===== src/rtl/uc_multiciclo.sv =====
// rtl/uc_multiciclo.sv - multicycle control unit: fetch with timeout, decode, one-cycle execute
module uc_multiciclo #(
    parameter int TIMEOUT = 15
) (
    input  logic       clk,
    input  logic       reset,
    input  logic [5:0] opcode,
    input  logic       z,
    input  logic       mem_ack,
    output logic       mem_req,
    output logic       we_ir,
    output logic       we_pc,
    output logic       s_inc,
    output logic       s_inm,
    output logic       we3,
    output logic [2:0] op,
    output logic       halted,
    output logic       err
);

    localparam int CW = (TIMEOUT < 1) ? 1 : $clog2(TIMEOUT + 1);
    localparam logic [CW-1:0] TMAX = CW'(TIMEOUT);

    typedef enum logic [2:0] {
        S_FETCH,
        S_DECODE,
        S_EXEC,
        S_HALT,
        S_ERR
    } state_t;

    typedef enum logic [2:0] {
        C_NOP,
        C_ALU,
        C_LOAD,
        C_JUMP,
        C_JZ,
        C_HALT
    } class_t;

    state_t        state_q, state_d;
    class_t        cls_q, cls_d;
    class_t        dec_cls;
    logic [CW-1:0] cnt_q, cnt_d;
    logic [2:0]    op_q, op_d;
    // Low for the first cycle after reset release so mem_req only rises after a real clock edge.
    logic          run_q, run_d;

    // Classify the opcode currently presented by the instruction register.
    always_comb begin
        dec_cls = C_NOP;
        if (opcode[3] == 1'b0) begin
            dec_cls = C_ALU;
        end else if (opcode[3:0] == 4'b1000) begin
            dec_cls = C_LOAD;
        end else if (opcode == 6'b101001) begin
            dec_cls = C_JUMP;
        end else if (opcode == 6'b101010) begin
            dec_cls = C_JZ;
        end else if (opcode == 6'b111111) begin
            dec_cls = C_HALT;
        end
    end

    // State, wait counter, latched class/op and start flag.
    always_ff @(posedge clk or negedge reset) begin
        if (!reset) begin
            state_q <= S_FETCH;
            cls_q   <= C_NOP;
            cnt_q   <= '0;
            op_q    <= 3'b000;
            run_q   <= 1'b0;
        end else begin
            state_q <= state_d;
            cls_q   <= cls_d;
            cnt_q   <= cnt_d;
            op_q    <= op_d;
            run_q   <= run_d;
        end
    end

    // Next-state and Moore/Mealy outputs; everything defaults to the idle values.
    always_comb begin
        state_d = state_q;
        cls_d   = cls_q;
        cnt_d   = cnt_q;
        op_d    = op_q;
        run_d   = 1'b1;
        mem_req = 1'b0;
        we_ir   = 1'b0;
        we_pc   = 1'b0;
        s_inc   = 1'b1;
        s_inm   = 1'b0;
        we3     = 1'b0;
        op      = op_q;
        halted  = 1'b0;
        err     = 1'b0;
        case (state_q)
            S_FETCH: begin
                if (run_q) begin
                    mem_req = 1'b1;
                    if (mem_ack) begin
                        // An ack on the last allowed cycle still wins over the timeout.
                        we_ir   = 1'b1;
                        cnt_d   = '0;
                        state_d = S_DECODE;
                    end else if (cnt_q == TMAX) begin
                        state_d = S_ERR;
                    end else begin
                        cnt_d = cnt_q + CW'(1);
                    end
                end
            end
            S_DECODE: begin
                // op follows the freshly loaded IR during DECODE and is frozen afterwards.
                op      = opcode[2:0];
                op_d    = opcode[2:0];
                cls_d   = dec_cls;
                state_d = (dec_cls == C_HALT) ? S_HALT : S_EXEC;
            end
            S_EXEC: begin
                we_pc = 1'b1;
                case (cls_q)
                    C_ALU:   we3 = 1'b1;
                    C_LOAD: begin
                        we3   = 1'b1;
                        s_inm = 1'b1;
                    end
                    C_JUMP:  s_inc = 1'b0;
                    C_JZ:    s_inc = ~z;
                    default: ;
                endcase
                state_d = S_FETCH;
            end
            S_HALT:  halted = 1'b1;
            S_ERR:   err = 1'b1;
            default: state_d = S_FETCH;
        endcase
    end

endmodule

===== config.mk =====
export PLATFORM = sky130hd
export DESIGN_NAME = uc_multiciclo
export DESIGN_NICKNAME = d
export VERILOG_FILES = /design/src/rtl/uc_multiciclo.sv
export SDC_FILE = /design/constraint.sdc
export NUM_CORES = 1
export LEC_CHECK = 0
export CORE_AREA = 8 8 51 53
export DETAILED_ROUTE_END_ITERATION = 8
export DIE_AREA = 0 0 59 61
export PLACE_DENSITY = 0.75
export SLEW_MARGIN = 20
export SYNTH_ARGS = -nofsm -noshare
export SYNTH_HDL_FRONTEND = slang
export SYNTH_SLANG_ARGS = --single-unit

===== constraint.sdc =====
create_clock -name clk -period 1.79 [get_ports clk]
set_clock_uncertainty 0.05 [all_clocks]
set_input_delay 0.2685 -clock clk [delete_from_list [all_inputs] [get_ports clk]]
set_output_delay 0.2685 -clock clk [all_outputs]
set_load 0.02 [all_outputs]

* Word level (Yosys, flattened, before mapping)
Cells that the tools add are included.
** Word-level totals
- Output and inout port bits :: 11
- Input bits :: 10
- Word-level logic and storage cells :: 57
- Flip-flop bits (word level) :: 14
** Cells by class
- Muxes and demuxes :: 27
- Reductions and logical operators :: 5
- Bitwise logic cells :: 2
- Equality and inequality tests :: 17
- Add/subtract/negate cells :: 1
** Operators by type and width (number)
- $mux W3 :: 9
- $eq A6 B6 Y1 const B :: 3
- $mux W1 :: 14
- $eq A3 B2 Y1 const B :: 4
- $eq A3 B3 Y1 const B :: 3
- $pmux W3 S3 :: 1
- $eq A4 B4 Y1 const B :: 2
- $mux W4 :: 2
- $eq A3 B1 Y1 const B :: 2
- $reduce_and A3 Y1 :: 2
- $add A4 B1 Y4 const B :: 1
- $ne A2 B2 Y1 const B :: 2
- $reduce_or A2 Y1 :: 2
- $logic_not A3 Y1 :: 1
- $ne A3 B3 Y1 const B :: 1
- $not A1 Y1 :: 2
- $pmux W1 S2 :: 1

* Depth between registers and ports, before layout
Gate-level depths: netlist (run 1).
- Word-level depth :: 9
- Gate-level depth with buffers :: 4
- Gate-level depth less buffers :: 4

* Worst setup path before layout (run 1)
OpenSTA, ideal clock, no wires.
- Path kind :: register -> output
- Start :: register state_q[2]
- End :: output we3
- Stages on the path, launching flop included :: 4
- Arrival time :: 1.490 ns
- Data required time :: 1.471 ns
- Path slack :: -0.018 ns
- Buffers on the path :: 1
- Cells stage by stage :: dfrtp_1 -> buf_6 -> or3b_2 -> nor3_1
** Between the ends
- Cells in the longest elaborated chain, start to end :: 2
** Ends and longest elaborated chain
- from (decl) :: RTL line 41 : state_t state_q, state_d;
- from (signal assigned) :: RTL line 74 : state_q <= state_d;
- $eq A3 B2 Y1 :: RTL line 98 : case (state_q)
- $mux W1 :: RTL line 98
- to (decl) :: RTL line 15 : output logic we3,
No other way between the ends.

* Worst setup path in the final report (run 1)
- Start :: register state_q[2]
- End :: output op[2]
** Between the ends
- Cells in the longest elaborated chain, start to end :: 2
** Ends and longest elaborated chain
- $eq A3 B1 Y1 :: RTL line 98
- $mux W3
- to (decl) :: RTL line 16 : output logic [2:0] op,
No other way between the ends.

==> flow_metrics.py, run 1 <==
metrics = {
    "final_layout": {
        "antenna_cells": 0,
        "final_common_cell": "dfrtp_1",
        "final_layout_size_suffix_gt1_frac": 0.371,
        "stdcell_area_mm2": 0.00119,
        "fin_util": 0.644,
        "instances_no_fill": 143,
        "area_delta_synth_final_pct": 45.8,
        "mostFrequentLayoutCells": "dfrtp_1 (14), buf_4 (13), clkdlybuf4s50_1 (9), buf_6 (8), nand3_1 (6)",
        "layout.nets": 128,
    },
    "synth": {
        "yosys.area.top_type": "dfrtp_1",
        "synth_edf_count": 0,
        "synth.cell_area_um2": 813,
        "synth_nets": 92,
        "ys_warn_count": 0,
        "syn_inst": 81,
        "synth.yosys.seq_area_share": 0.431,
        "netlist.area_leader.share": 0.431,
        "postSynthAreaPerCell_um2": 10.0,
        "ys.flop_type": "dfrtp_1",
        "synthDistinctLibCells": 33,
        "synth_area_leaders": "dfrtp_1 (43%), mux2_2 (5.5%), nand3_1 (3.7%), a31oi_1 (3.1%), nor4b_4 (2.9%)",
        "async_flop_share": 1.00,
        "ys_seq_elements": 14,
    },
    "sta": {
        "min_period_ns": 1.91,
        "setup_viol": 4,
        "min_period_over_period": 1.07,
        "hold_violations": 0,
        "tns_ns": -0.363,
        "rsz0062_at_grt": "yes",
        "max_freq_ghz": 0.524,
        "layout_setup_ws_ns": -0.118,
        "slew_viol_final": 0,
    },
    "detailed_routing": {
        "wl_mm": 2.05,
        "vias": 745,
        "viasPerCell": 5.21,
        "drc_errors": 0,
        "wl_per_cell_um": 14.3,
        "drtIter0Drc": 29,
        "drtAntennaViolNets": 0,
        "first_pass_iters": 4,
    },
    "worst_setup_path": {
        "r2r-end": "cnt_q[3]",
        "r2r_start": "state_q[2]",
        "cp_max_fo": 5,
        "worstSetupEndpointType": "primary output",
        "r2r_setup_slack_ns": 0.23,
        "crit_arrival_ns": 1.59,
        "reg2regPathDepth": 6,
        "required_ns": 1.47,
        "critical_path_class": "reg -> out",
        "setup.worst_path.start_class": "flip-flop",
    },
    "clock_tree": {
        "cts.reportedPaths.clkPinSlew_ns": 0.09,
        "cts_tree": "done",
        "cts_buffer_depth": 2,
        "htreeDepth": 1,
        "cts-root-buf": "clkbuf_4",
        "clock_sinks": 14,
        "cts_buffers": 3,
        "hold_buffers": 0,
        "clk_latency_ns": 0.28,
    },
    "floorplan": {
        "design.core.area_mm2": 0.00184,
        "rows": 16,
        "die_h_um": 61,
        "io_pins": 21,
        "start_util": 0.442,
        "die-area_mm2": 0.00360,
        "die_w_um": 59,
    },
    "global_routing": {
        "grt_overflow": 0,
        "grtUsageTotal": 0.122,
        "grt_pass1_wl_mm": 3.35,
        "antenna_found_initial": 0,
        "grt_max_degree": 9,
        "grt_pass1_vias": 746,
    },
    "power_and_ir_drop": {
        "p_leak_nw": 0.542,
        "finalPower_mw": 1.27,
        "power.density_mw_per_mm2": 1070,
        "peakVddDrop_uv": 716,
    },
    "placement": {
        "io_buffers": 20,
        "gp_congestion": 0.760,
        "hpwlAfterDp_mm": 1.46,
        "dpl_cell_area_mm2": 0.00111,
        "placedCellCount": 137,
    },
    "outcome": {
        "violations": "negative setup slack",
        "status": "finished with violations",
    },
    "min_path": {
        "hp-class": "in -> async",
    },
    "job": {
        "drv_cap": 0,
    },
}
per-layer routing:
metal | vias up | global-route usage | wire length (um)
met3 | 2 | 0.0381 | 134
met2 | 30 | 0.215 | 1020
met5 | - | 0 | 0
met4 | 0 | 0.0512 | 12
met1 | 348 | 0.133 | 881
li1 | 365 | - | -
state kept, by name (all words and copies together) (netlist names):
signal and flops:
op_q 3, cls_q 3, cnt_q 4, run_q 1, state_q 3
cell families after synthesis:
group | after synthesis | share of synthesized area
buffers and inverters | 7 | 0.0523
muxes | 4 | 0.0554
and+or+nand+nor | 36 | 0.291
xor gates and xnor gates | 1 | 0.0108
DFF | 14 | 0.431
other | 1 | 0.00461
adders and majority gates | 1 | 0.0154
AOI/OAI and AO/OA | 17 | 0.140
per-stage QoR:
| stage | hold WS, ns | worst slack, ns |
|---|---|---|
| after floorplan | -0.0771 | 0.00640 |
| final | 0.186 | -0.118 |
| after global placement | 0.429 | -0.240 |
| after CTS | 0.190 | -0.144 |
| after detailed placement | 0.434 | -0.283 |
| after global routing | 0.211 | -0.190 |
worst max-delay path, cell delays in order (launching register included):
cell	delay, ns
dfrtp_1	0.39
buf_6	0.14
nor3b_4	0.30
mux2_4	0.35
buf_6	0.13
synthesized netlist by cell type (all sizes together), types with 2 or more instances:
master  instances
and3            2
a31oi           4
nand2           5
and2            3
nor2b           2
o21ai           4
mux2            4
nor3            4
nor2            4
a21oi           4
nor4b           2
nand2b          2
buf             2
nand3           6
inv             4
dfrtp          14
layout make-up:
class / count / area, um2
fillers: 171 / 656
flip-flops and latches: 14 / 350
repair buffers: 34 / 298
inverters: 4 / 15.0
clock buffers: 4 / 36.3
multi-input cells: 60 / 453
well taps: 27 / 33.8
worst max path at each step:
stage	from	to	slack, ns	cells after the start
global placement	state_q[2]	s_inm	-0.24	3
finish	state_q[2]	op[2]	-0.12	4
floorplan	state_q[2]	s_inm	0.006	3
global route	state_q[2]	op[2]	-0.19	4
CTS	state_q[1]	op[2]	-0.14	4
detailed placement	state_q[2]	s_inm	-0.28	3
timing repair:
item / 4_1_cts / 5_1_grt
gates resized for setup: 55 / 11
endpoints found under the setup margin: 11 / 9
buffers inserted: 2 / 0
pin swaps: 1 / 1
power breakdown:
group	switching [mW]	total (mW)	leakage (nW)	internal (mW)
sequential	0.0937	0.497	0.179	0.404
clock	0.104	0.227	0.0210	0.124
combinational	0.252	0.546	0.342	0.293
total	0.450	1.27	0.542	0.821
Power figures use the tool's default switching activity.
==> run 2: changes to the inputs <==
HOLD_SLACK_MARGIN = 0.03   (was unset)
==> results of run 2 <==
Final layout, timing and power as in run 1 (identical DEF).
==> run 3: changes to the inputs <==
GPL_ROUTABILITY_DRIVEN = 0   (was unset)
SKIP_CTS_REPAIR_TIMING = 1   (was unset)
==> flow_metrics.py, run 3 (synthesized netlist as in run 1, its figures left out) <==
metrics = {
    "floorplan": {
        "start_util": 0.442,
        "die_w_um": 59,
        "rows": 16,
        "io_pins": 21,
        "die-area_mm2": 0.00360,
        "die_h_um": 61,
        "design.core.area_mm2": 0.00184,
    },
    "sta": {
        "hold_violations": 0,
        "min_period_over_period": 1.16,
        "max_freq_ghz": 0.480,
        "layout_setup_ws_ns": -0.294,
        "setup_viol": 4,
        "min_period_ns": 2.08,
        "tns_ns": -0.897,
        "rsz0062_at_grt": "yes",
        "slew_viol_final": 0,
    },
    "worst_setup_path": {
        "setup.worst_path.start_class": "flip-flop",
        "path_cells": "buf_6, buf_12, nor3b_4, buf_4, mux2_4, buf_6",
        "critPathBufInv": 4,
        "cp_slowest_cell": "dfrtp_1",
        "slowest_delay_ns": 0.40,
        "crit_top_cell": "buf_6",
        "worstSetupEndpointType": "primary output",
        "crit_arrival_ns": 1.77,
        "required_ns": 1.47,
        "critical_path_class": "reg -> out",
        "crit_family": "buffers and inverters",
        "cp_max_fo": 6,
    },
    "global_routing": {
        "grtUsageMet2": 0.202,
        "antenna_found_initial": 0,
        "grtUsageTotal": 0.114,
        "grt_pass1_vias": 721,
        "met3_usage": 0.0360,
        "busiest_layer": "met2",
        "use_met1": 0.122,
        "grt_pass1_wl_mm": 3.17,
        "grt_max_degree": 10,
        "grt_overflow": 0,
    },
    "final_layout": {
        "stdcell_area_mm2": 0.00124,
        "layout.nets": 132,
        "final_common_cell": "buf_4",
        "largest-register": "cnt_q",
        "largest_reg_flops": 4,
        "final_layout_size_suffix_gt1_frac": 0.367,
        "mostFrequentLayoutCells": "buf_4 (17), dfrtp_1 (14), clkdlybuf4s50_1 (9), buf_6 (7), nand3_1 (6)",
        "instances_no_fill": 147,
        "area_delta_synth_final_pct": 52.2,
        "antenna_cells": 0,
    },
    "placement": {
        "dpl_cell_area_mm2": 0.00111,
        "pre_cts_ws_ns": -0.283,
        "hpwlAfterDp_mm": 1.46,
        "io_buffers": 20,
        "placedCellCount": 137,
    },
    "clock_tree": {
        "cts-root-buf": "clkbuf_4",
        "cts_buffers": 3,
        "cts.reportedPaths.clkPinSlew_ns": 0.08,
        "htreeDepth": 1,
        "cts_tree": "done",
        "clock_sinks": 14,
        "cts_buffer_depth": 2,
        "clk_latency_ns": 0.28,
    },
    "detailed_routing": {
        "first_pass_iters": 4,
        "drtAntennaViolNets": 0,
        "wl_per_cell_um": 14.4,
        "wl_mm": 2.11,
        "drtIter0Drc": 28,
        "viasPerCell": 5.08,
        "drc_errors": 0,
        "vias": 747,
    },
    "min_path": {
        "hp-class": "in -> async",
    },
    "power_and_ir_drop": {
        "power.density_mw_per_mm2": 1050,
        "p_clk_frac": 0.174,
        "switching_share": 0.349,
        "pwr-share-comb": 0.443,
        "seqPwrFrac": 0.383,
        "p_sw_mw": 0.453,
        "p_leak_nw": 0.601,
        "p_int_mw": 0.845,
        "peakVddDrop_uv": 811,
    },
    "outcome": {
        "status": "finished with violations",
        "violations": "negative setup slack",
    },
    "job": {
        "drv_cap": 0,
    },
}
## run 3: power by group through the flow
stage               combinational, mW  clock (mW)  sequential [mW]
floorplan                       0.287           0            0.472
CTS                             0.489       0.234            0.488
global route                    0.620       0.251            0.508
detailed placement              0.482           0            0.495
finish                          0.575       0.226            0.497
global placement                0.467           0            0.484
## run 3: metal layers
metal | wire [um] | part of all wire
met1 | 914 | 0.43
met2 | 1070 | 0.50
met3 | 129 | 0.061
met4 | 4 | 0.0019
met5 | 0 | 0
## run 3: area by class of cell
cell class | count | area [um2]
fillers | 159 | 604
clock buffers | 4 | 36.3
inverters | 4 | 15.0
repair buffers | 38 | 352
multi-input cells | 60 | 450
flip-flops and latches | 14 | 350
well taps | 27 | 33.8
## run 3: final timing paths
kind | start | to | slack (ns) | cells past startpoint
max | state_q[1] | op[1] | -0.29 | 6
min | reset | cnt_q[3] | 0.19 | 1
max reg2reg | state_q[1] | cls_q[2] | 0.11 | 6
min reg2reg | op_q[0] | op_q[0] | 0.46 | 1
max in group asynchronous | reset | state_q[2] | 1.09 | 2
min in group clk | op_q[0] | op_q[0] | 0.46 | 1
## run 3: stage by stage
step	util	hold slack (ns)	total power, mW
detailed placement	0.605	0.434	0.977
floorplan	-	-0.0771	0.759
CTS	0.625	0.190	1.21
global route	0.672	0.202	1.38
global placement	0.605	0.429	0.951
finish	0.672	0.186	1.30
